<file path="src/rtl/pn_seq_arbiter_if.sv">
// Request/stream bundle for pn_seq_arbiter: four burst requesters in, one PN bit stream out.
// The master modport is the arbiter; the slave modport is the requester/sink environment.
interface pn_seq_arbiter_if #(
    parameter int NUM_REQ = 4,
    parameter int LEN_W   = 3
);
    localparam int ID_W   = $clog2(NUM_REQ);
    localparam int SEED_W = 3;

    logic [NUM_REQ-1:0]        req_valid;
    logic [NUM_REQ*SEED_W-1:0] req_seed;
    logic [NUM_REQ*LEN_W-1:0]  req_len;
    logic [NUM_REQ-1:0]        req_ready;
    logic                      m_tvalid;
    logic                      m_tready;
    logic                      m_tdata;
    logic [SEED_W-1:0]         m_tstate;
    logic                      m_tlast;
    logic [ID_W-1:0]           m_tid;

    modport master (
        input  req_valid, req_seed, req_len, m_tready,
        output req_ready, m_tvalid, m_tdata, m_tstate, m_tlast, m_tid
    );

    modport slave (
        output req_valid, req_seed, req_len, m_tready,
        input  req_ready, m_tvalid, m_tdata, m_tstate, m_tlast, m_tid
    );
endinterface

</file>
<file path="src/rtl/pn_seq_arbiter.sv">
// Round-robin arbiter that grants one requester at a time a burst of len+1 bits
// from a 3-bit LFSR seeded by that requester, streamed with valid/ready.
module pn_seq_arbiter #(
    parameter int NUM_REQ = 4,
    parameter int LEN_W   = 3
) (
    input  logic              clk,
    input  logic              reset,
    pn_seq_arbiter_if.master  bus,
    output logic              busy
);
    localparam int ID_W   = $clog2(NUM_REQ);
    localparam int SEED_W = 3;

    typedef enum logic {IDLE, STREAM} state_e;

    state_e             state_q, state_d;
    logic [ID_W-1:0]    ptr_q, ptr_d;
    logic [SEED_W-1:0]  lfsr_q, lfsr_d;
    logic [LEN_W-1:0]   cnt_q, cnt_d;
    logic [LEN_W-1:0]   len_q, len_d;
    logic [ID_W-1:0]    id_q, id_d;

    logic [NUM_REQ-1:0] grant;
    logic [ID_W-1:0]    win;
    logic [ID_W-1:0]    idx;
    logic               found;
    logic [SEED_W-1:0]  seed;
    logic               last;

    // Rotating priority search starting at ptr; the 2-bit index wraps modulo 4 for free.
    always_comb begin
        // NOTE: every variable gets a default before any branch, so no latch is inferred.
        grant = '0;
        win   = ptr_q;
        idx   = '0;
        found = 1'b0;
        for (int k = 0; k < NUM_REQ; k++) begin
            idx = ptr_q + k[ID_W-1:0];
            if (!found && bus.req_valid[idx]) begin
                found = 1'b1;
                win   = idx;
            end
        end
        if (found) grant[win] = 1'b1;
    end

    assign seed = bus.req_seed[int'(win)*SEED_W +: SEED_W];
    assign last = (cnt_q == len_q);

    always_comb begin
        state_d       = state_q;
        ptr_d         = ptr_q;
        lfsr_d        = lfsr_q;
        cnt_d         = cnt_q;
        len_d         = len_q;
        id_d          = id_q;
        bus.req_ready = '0;
        bus.m_tvalid  = 1'b0;
        bus.m_tdata   = 1'b0;
        bus.m_tstate  = '0;
        bus.m_tlast   = 1'b0;
        bus.m_tid     = id_q;
        busy          = 1'b0;
        unique case (state_q)
            IDLE: begin
                // Grant is masked during reset so no requester sees ready while held.
                if (reset) bus.req_ready = grant;
                if (found) begin
                    lfsr_d  = (seed == '0) ? SEED_W'(1) : seed;
                    len_d   = bus.req_len[int'(win)*LEN_W +: LEN_W];
                    id_d    = win;
                    cnt_d   = '0;
                    ptr_d   = win + ID_W'(1);
                    state_d = STREAM;
                end
            end
            STREAM: begin
                busy         = 1'b1;
                bus.m_tvalid = 1'b1;
                bus.m_tdata  = lfsr_q[0];
                bus.m_tstate = lfsr_q;
                bus.m_tlast  = last;
                if (bus.m_tready) begin
                    lfsr_d = {lfsr_q[2] ^ lfsr_q[0], lfsr_q[2:1]};
                    cnt_d  = cnt_q + LEN_W'(1);
                    if (last) state_d = IDLE;
                end
            end
            default: state_d = IDLE;
        endcase
    end

    // NOTE: sequential state uses non-blocking assignments so all registers update together.
    always_ff @(posedge clk or negedge reset) begin
        if (!reset) begin
            state_q <= IDLE;
            ptr_q   <= '0;
            lfsr_q  <= SEED_W'(1);
            cnt_q   <= '0;
            len_q   <= '0;
            id_q    <= '0;
        end else begin
            state_q <= state_d;
            ptr_q   <= ptr_d;
            lfsr_q  <= lfsr_d;
            cnt_q   <= cnt_d;
            len_q   <= len_d;
            id_q    <= id_d;
        end
    end
endmodule

</file>
<file path="src/flat_wrapper.sv">
// flat-port wrapper written by rule: the top's interface ports become plain ports
module pn_seq_arbiter_flat 
#(
    parameter int NUM_REQ = 4,
    parameter int LEN_W   = 3
)
  (clk, reset, busy, bus_req_valid, bus_req_seed, bus_req_len, bus_m_tready, bus_req_ready, bus_m_tvalid, bus_m_tdata, bus_m_tstate, bus_m_tlast, bus_m_tid);
  pn_seq_arbiter_if #(.NUM_REQ(NUM_REQ), .LEN_W(LEN_W)) bus_i ();
  input  logic clk;
  input  logic reset;
  output logic busy;
  input wire logic [$bits(bus_i.req_valid)-1:0] bus_req_valid;
  input wire logic [$bits(bus_i.req_seed)-1:0] bus_req_seed;
  input wire logic [$bits(bus_i.req_len)-1:0] bus_req_len;
  input wire logic [$bits(bus_i.m_tready)-1:0] bus_m_tready;
  output wire logic [$bits(bus_i.req_ready)-1:0] bus_req_ready;
  output wire logic [$bits(bus_i.m_tvalid)-1:0] bus_m_tvalid;
  output wire logic [$bits(bus_i.m_tdata)-1:0] bus_m_tdata;
  output wire logic [$bits(bus_i.m_tstate)-1:0] bus_m_tstate;
  output wire logic [$bits(bus_i.m_tlast)-1:0] bus_m_tlast;
  output wire logic [$bits(bus_i.m_tid)-1:0] bus_m_tid;
  assign bus_i.req_valid = bus_req_valid;
  assign bus_i.req_seed = bus_req_seed;
  assign bus_i.req_len = bus_req_len;
  assign bus_i.m_tready = bus_m_tready;
  assign bus_req_ready = bus_i.req_ready;
  assign bus_m_tvalid = bus_i.m_tvalid;
  assign bus_m_tdata = bus_i.m_tdata;
  assign bus_m_tstate = bus_i.m_tstate;
  assign bus_m_tlast = bus_i.m_tlast;
  assign bus_m_tid = bus_i.m_tid;
  pn_seq_arbiter #(.NUM_REQ(NUM_REQ), .LEN_W(LEN_W)) u_core (.clk(clk), .reset(reset), .bus(bus_i), .busy(busy));
endmodule
</file>
<file path="config.mk">
export PLATFORM = sky130hd
export DESIGN_NAME = pn_seq_arbiter_flat
export DESIGN_NICKNAME = d
export VERILOG_FILES = /design/src/rtl/pn_seq_arbiter_if.sv /design/src/rtl/pn_seq_arbiter.sv /design/src/flat_wrapper.sv
export SDC_FILE = /design/constraint.sdc
export NUM_CORES = 1
export LEC_CHECK = 0
export BUFFER_PORTS_ARGS = -buffer_cell sky130_fd_sc_hd__buf_4
export CELL_PAD_IN_SITES_DETAIL_PLACEMENT = 1
export CELL_PAD_IN_SITES_GLOBAL_PLACEMENT = 2
export CORE_MARGIN = 2
export CORE_UTILIZATION = 28
export CTS_CLUSTER_DIAMETER = 80
export DETAILED_ROUTE_END_ITERATION = 8
export HOLD_SLACK_MARGIN = 0.1
export PLACE_DENSITY_LB_ADDON = 0.08
export SLEW_MARGIN = 40
export SYNTH_ARGS = -nofsm -noshare
export SYNTH_HDL_FRONTEND = slang
export SYNTH_SLANG_ARGS = --single-unit
</file>
<file path="constraint.sdc">
create_clock -name clk -period 2.39 [get_ports clk]
set_input_delay 0.3585 -clock clk [delete_from_list [all_inputs] [get_ports clk]]
set_output_delay 0.3585 -clock clk [all_outputs]
set_load 0.1 [all_outputs]
</file>
# After elaboration in Yosys (flattened, before gate mapping)
# Cells that the tools add are included.
# W data, S select, Z words.
# op_classes
addsub	5
mul	1
magnitude_cmp	6
n_eq_ne	3
shifts	2
n_mux	35
bitwise	2
n_reduce_logical	10
# ops
operator	count
$shiftx A12 B32 Y3	2
$mux W3	6
$lt A2 B3 Y1 const B	5
$mux W1	15
$mux W4	3
$pmux W3 S2	2
$bmux W1 S2	4
$mux W2	3
$add A2 B1 Y2 const B	2
$add A2 B2 Y2 const B	2
$logic_and A1 B1 Y1	4
$mul A2 B2 Y4 const B	1
$reduce_and A2 Y1	2
$add A3 B1 Y3 const B	1
$eq A3 B3 Y1	1
$logic_not A1 Y1	3
$logic_not A3 Y1	1
$demux W1 S2	1
$ge A2 B1 Y1 const B	1
$ne A2 B1 Y1 const B	1
$ne A2 B2 Y1 const B	1
$pmux W1 S2	1
$not A1 Y1	1
$xor A1 B1 Y1	1
# word_totals
reg_bits	14
input_bits	31
output_inout_bits	13
elab_cells	70

# Longest topological paths before layout
# logic_depth
depth_word	19
mapped_depth	7
mapped_depth_nobuf	7

# Least setup slack after synthesis
# OpenSTA, ideal clock, no wires.
# synth_path
path_type	register to register
from	reg u_core.state_q
to	reg u_core.state_q
setup_ps	229
t_arrival_ps	3590
t_required_ps	2161
slack_ps	-1429
stages_incl_launch_ff	5
n_path_buf	1
synth_period_minus_slack_ps	3819
path_cell_list	dfrtp_1 clkbuf_1 nand2_1 nor3_1 a21oi_1
# synth_between
elab_chain_cells	2
# synth_rtl
element	line_no	source
start, declared	pn_seq_arbiter.sv:17	state_e state_q, state_d;
start signal, assigned	pn_seq_arbiter.sv:104	state_q <= state_d;
$not A1 Y1 (no source line)	--	
$pmux W1 S2 *	pn_seq_arbiter.sv:65	unique case (state_q)
net u_core.state_d	pn_seq_arbiter.sv:17	
# Mark *: on every way through the listed nets, which the timed path passes. The rest lies on a longest branch.
# A chain may end at the register's enable or synchronous reset.

# Worst setup path in the final report
# layout_path
from	reg u_core.ptr_q[1]
to	out bus_req_ready[0]
# layout_between
elab_chain_cells	19
elab_cells_between_ends	32
classes_between	add/sub: 3; order compare: 2; mux: 20; reduce/logical: 7
# layout_rtl
element	line_no	source
start, declared	pn_seq_arbiter.sv:18	logic [ID_W-1:0] ptr_q, ptr_d;
start signal, assigned	pn_seq_arbiter.sv:105	ptr_q <= ptr_d;
branches (longest 11 deep; another with $add A2 B1 Y2)	--	
$mux W2 *	pn_seq_arbiter.sv:40	if (!found && bus.req_valid[idx]) begin
net u_core.win[1]	pn_seq_arbiter.sv:25	logic [ID_W-1:0] win;
$lt A2 B3 Y1 (not written as such) / $ge A2 B1 Y1 (equally long branches)	pn_seq_arbiter.sv:45	if (found) grant[win] = 1'b1;
$logic_and A1 B1 Y1 (not written as such)	pn_seq_arbiter.sv:45	
$mux W1 (not written as such)	pn_seq_arbiter.sv:45	
$demux W1 S2 *	--	
$mux W4 *	pn_seq_arbiter.sv:45	
$mux W4 *	pn_seq_arbiter.sv:68	if (reset) bus.req_ready = grant;
$mux W4 *	pn_seq_arbiter.sv:65	
end, declared	flat_wrapper.sv:16	output wire logic [$bits(bus_i.req_ready)-1:0] bus_req_ready;
# Mark *: on every way through the listed nets, which the timed path passes. The select of a mux whose other input is x is not followed.

==> results.txt <==
Status: complete, no violations
Routed len/inst: 14.03 um
Met2 routed wirelength: 1526 um
Critical path's top delay family: simple AND/OR/NAND/NOR gates
Unique masters post-synth: 40
Minimum clock period: 2.305 ns
Most frequent cells in the layout: buf_4 (48), nand2_1 (15), mux2i_1 (11), dfrtp_1 (11)
Register area share after synthesis: 0.3108
Highest clock rate: 433.9 MHz
Util after Layout: 0.4300
Worst skew pair latency: 0.24 ns
Die area: 0.004564 mm2
Worst Max-Slew Pin Slew: 0.5157 ns
DRC: 0
Setup crit start kind: flip-flop
Max-slew violation count: 0
Fillers: 458
Data required time at the worst endpoint: 2.03 ns
Max Cap Viol: 0
Vias post-DR: 1046
CTS tree: built
Rows: 23
CTS H-Tree Depth: 1
Buf+Inv Stages, Crit Path: 2
Hold slack: 0.3883 ns
Pin count of the biggest net entering global routing: 22
CTS max path bufs: 2
Crit-path cells: or3_4, nand4b_4, nand2_8, inv_6, ha_1, and3_4, buf_12
Post-synthesis mux area share: 0.1471
TritonRoute pass-1 iters: 4
Top_reg_cell synth: dfrtp_1
Post-DP HPWL: 2360 um
Critical path type: reg -> out
Antenna Nets Post-Route: 0
Peak supply drop: 0.4476 mV
Count of clock tree sinks: 14
Layout cells sized above 1: 0.4419
Global-route wire length before repair: 4836 um
Grt total ovfl: 0
CP max stage delay: 0.45 ns
Simple-gate share of the synthesized area: 0.2235
Initial Util: 0.2869
Fin crit share: 0.9643
Initial antenna violation count: 0
Syn Inst Count: 122
Syn_area_per_cell: 9.271 um2
Ports: 44
N_diodes: 0
Leakage: 0.7953 nW
Routed wire length: 3114 um
Die Wd: 67.56 um
Worst Hold Class: in -> reg
Post-Syn Area: 0.001131 mm2
Synth warnings: 0
Post-DR vias/cell: 4.712
WL met3: 144 um
Final setup skew: 0.001787 ns
GRT Util Overall: 0.1398
Number of I/O port buffers: 43
Cts bufs inserted: 3
Main combinational cell family by area after synthesis: simple AND/OR/NAND/NOR gates
Vias in the first global route: 1008
Area grow syn2layout: 49.89%
Ys async rst share: 1.000
Core Region: 0.003943 mm2
Nets: 209
Worst slew margin: 0.6549
# setup viols final: 0
Wl on met1: 1443 um
Synth Register Bits: 14
Post-synthesis compound-gate area fraction: 0.1692
WP data arrival: 1.95 ns
CP max stage cell: dfrtp_2
Top layer in use: met3
Adder-Cell Fraction of Synth Area: 0.05531
Setup_tns: 0 ns
Mapped Nets: 158
Xor-xnor portion of the synthesized cell area: 0.04646
Pwr Density: 1511 mW/mm2
Routability cong.: 0.7385
Most common cell after layout, fill and taps aside: buf_4
EDFF count, synth: 0
Maximum fanout along the worst path: 11
Die Height: 67.56 um
Kind of end point of the critical path: primary output
Root buffer cell: clkbuf_8
CTS clock-pin slew for the worst setup and hold paths: 0.06 ns
Final Hold Fails: 0
DRT iter0 DRCs: 52
## final timing paths
path,endpoint,cells after the start,from,slack [ns]
worst max-delay path,bus_req_ready[0],7,u_core.ptr_q[1]$_DFFE_PN0P_,0.09
worst min register to register,u_core.bus.m_tid[1]$_DFFE_PN0P_,2,u_core.bus.m_tid[1]$_DFFE_PN0P_,0.49
worst min-delay path,u_core.state_q$_DFF_PN0_,2,bus_m_tready,0.39
worst max register to register,u_core.lfsr_q[0]$_DFFE_PN1P_,8,u_core.ptr_q[1]$_DFFE_PN0P_,0.41
min in group asynchronous,u_core.lfsr_q[2]$_DFFE_PN0P_,2,reset,0.52
max in group asynchronous,u_core.lfsr_q[0]$_DFFE_PN1P_,2,reset,1.61
## sequential cells by signal, indices dropped and copies added, names as in the netlist
register          cells
u_core.bus.m_tid      2
u_core.cnt_q          3
u_core.len_q          3
u_core.lfsr_q         3
u_core.ptr_q          2
u_core.state_q        1
## repair_timing
item / 4_1_cts / 5_1_grt
setup endpoints to repair: 4 / 3
gates resized for setup: 6 / 9
hold buffers: 1 / 0
hold endpoints to repair: 13 / 0
pin swaps: 0 / 1
buffers inserted: 0 / 6
## Yosys cell counts, types with 2 or more instances
cell type | n | area share
mux2_2 | 2 | 0.020
a211o_1 | 2 | 0.015
clkbuf_1 | 4 | 0.013
xor2_1 | 4 | 0.031
and3_1 | 4 | 0.022
nand2_1 | 15 | 0.050
nand3_1 | 3 | 0.013
nor2_1 | 5 | 0.017
dfrtp_1 | 13 | 0.29
ha_1 | 5 | 0.055
a21boi_0 | 2 | 0.013
buf_4 | 2 | 0.013
nand2b_1 | 2 | 0.011
nor2b_1 | 3 | 0.017
xnor2_1 | 2 | 0.015
a21oi_1 | 4 | 0.018
o211ai_1 | 2 | 0.013
mux2i_1 | 11 | 0.097
inv_1 | 3 | 0.010
mux2_1 | 3 | 0.030
a22oi_1 | 3 | 0.020
and2_1 | 3 | 0.017
o21ai_1 | 5 | 0.022
o21ai_0 | 4 | 0.018
## through the flow
step / std cells / setup WS, ns / total power, mW / area [um2]
6_report: 222 / 0.08524 / 2.562 / 1695
5_1_grt: 222 / -0.002463 / 2.733 / 1695
4_1_cts: 216 / 0.01414 / 2.513 / 1614
3_3_place_gp: 211 / 0.1705 / 2.220 / 1519
3_5_place_dp: 211 / 0.09630 / 2.250 / 1519
2_1_floorplan: 122 / 0.01172 / 1.899 / 1149
## routing by layer
metal | GRT usage | vias to the layer above
li1 | - | 535
met1 | 0.1929 | 481
met2 | 0.2304 | 30
met3 | 0.02000 | 0
met4 | 0.03061 | 0
met5 | 0 | -
## worst register-to-register path, cell delays in order, from the launching register on
cell	delay (ns)
dfrtp_2	0.45
or3_4	0.35
nand4b_4	0.15
buf_4	0.14
buf_4	0.10
nand3_1	0.07
o211ai_1	0.18
a22oi_1	0.15
o31a_1	0.32
## where the power goes
group / total, mW / switching [mW] / internal [mW]
registers: 0.485 / 0.115 / 0.370
logic: 1.85 / 1.26 / 0.594
clock network: 0.227 / 0.0813 / 0.146
total: 2.56 / 1.45 / 1.11
## cell type report
cell class / instances / area, um2 / area share
flip-flops and latches: 14 / 354.1 / 0.2089
inverters: 5 / 26.28 / 0.01550
well taps: 50 / 62.56 / 0.03690
clock buffers: 4 / 55.05 / 0.03247
multi-input cells: 97 / 772.0 / 0.4553
repair buffers: 52 / 425.4 / 0.2509
## kinds of logic after synthesis
kind of cell               after synthesis
buffers and inverters                   11
AOI/OAI and AO/OA                       28
DFF                                     14
xor gates and xnor gates                 6
adders and majority gates                5
and+or+nand+nor                         42
muxes                                   16
(Power assumes the default switching activity.)
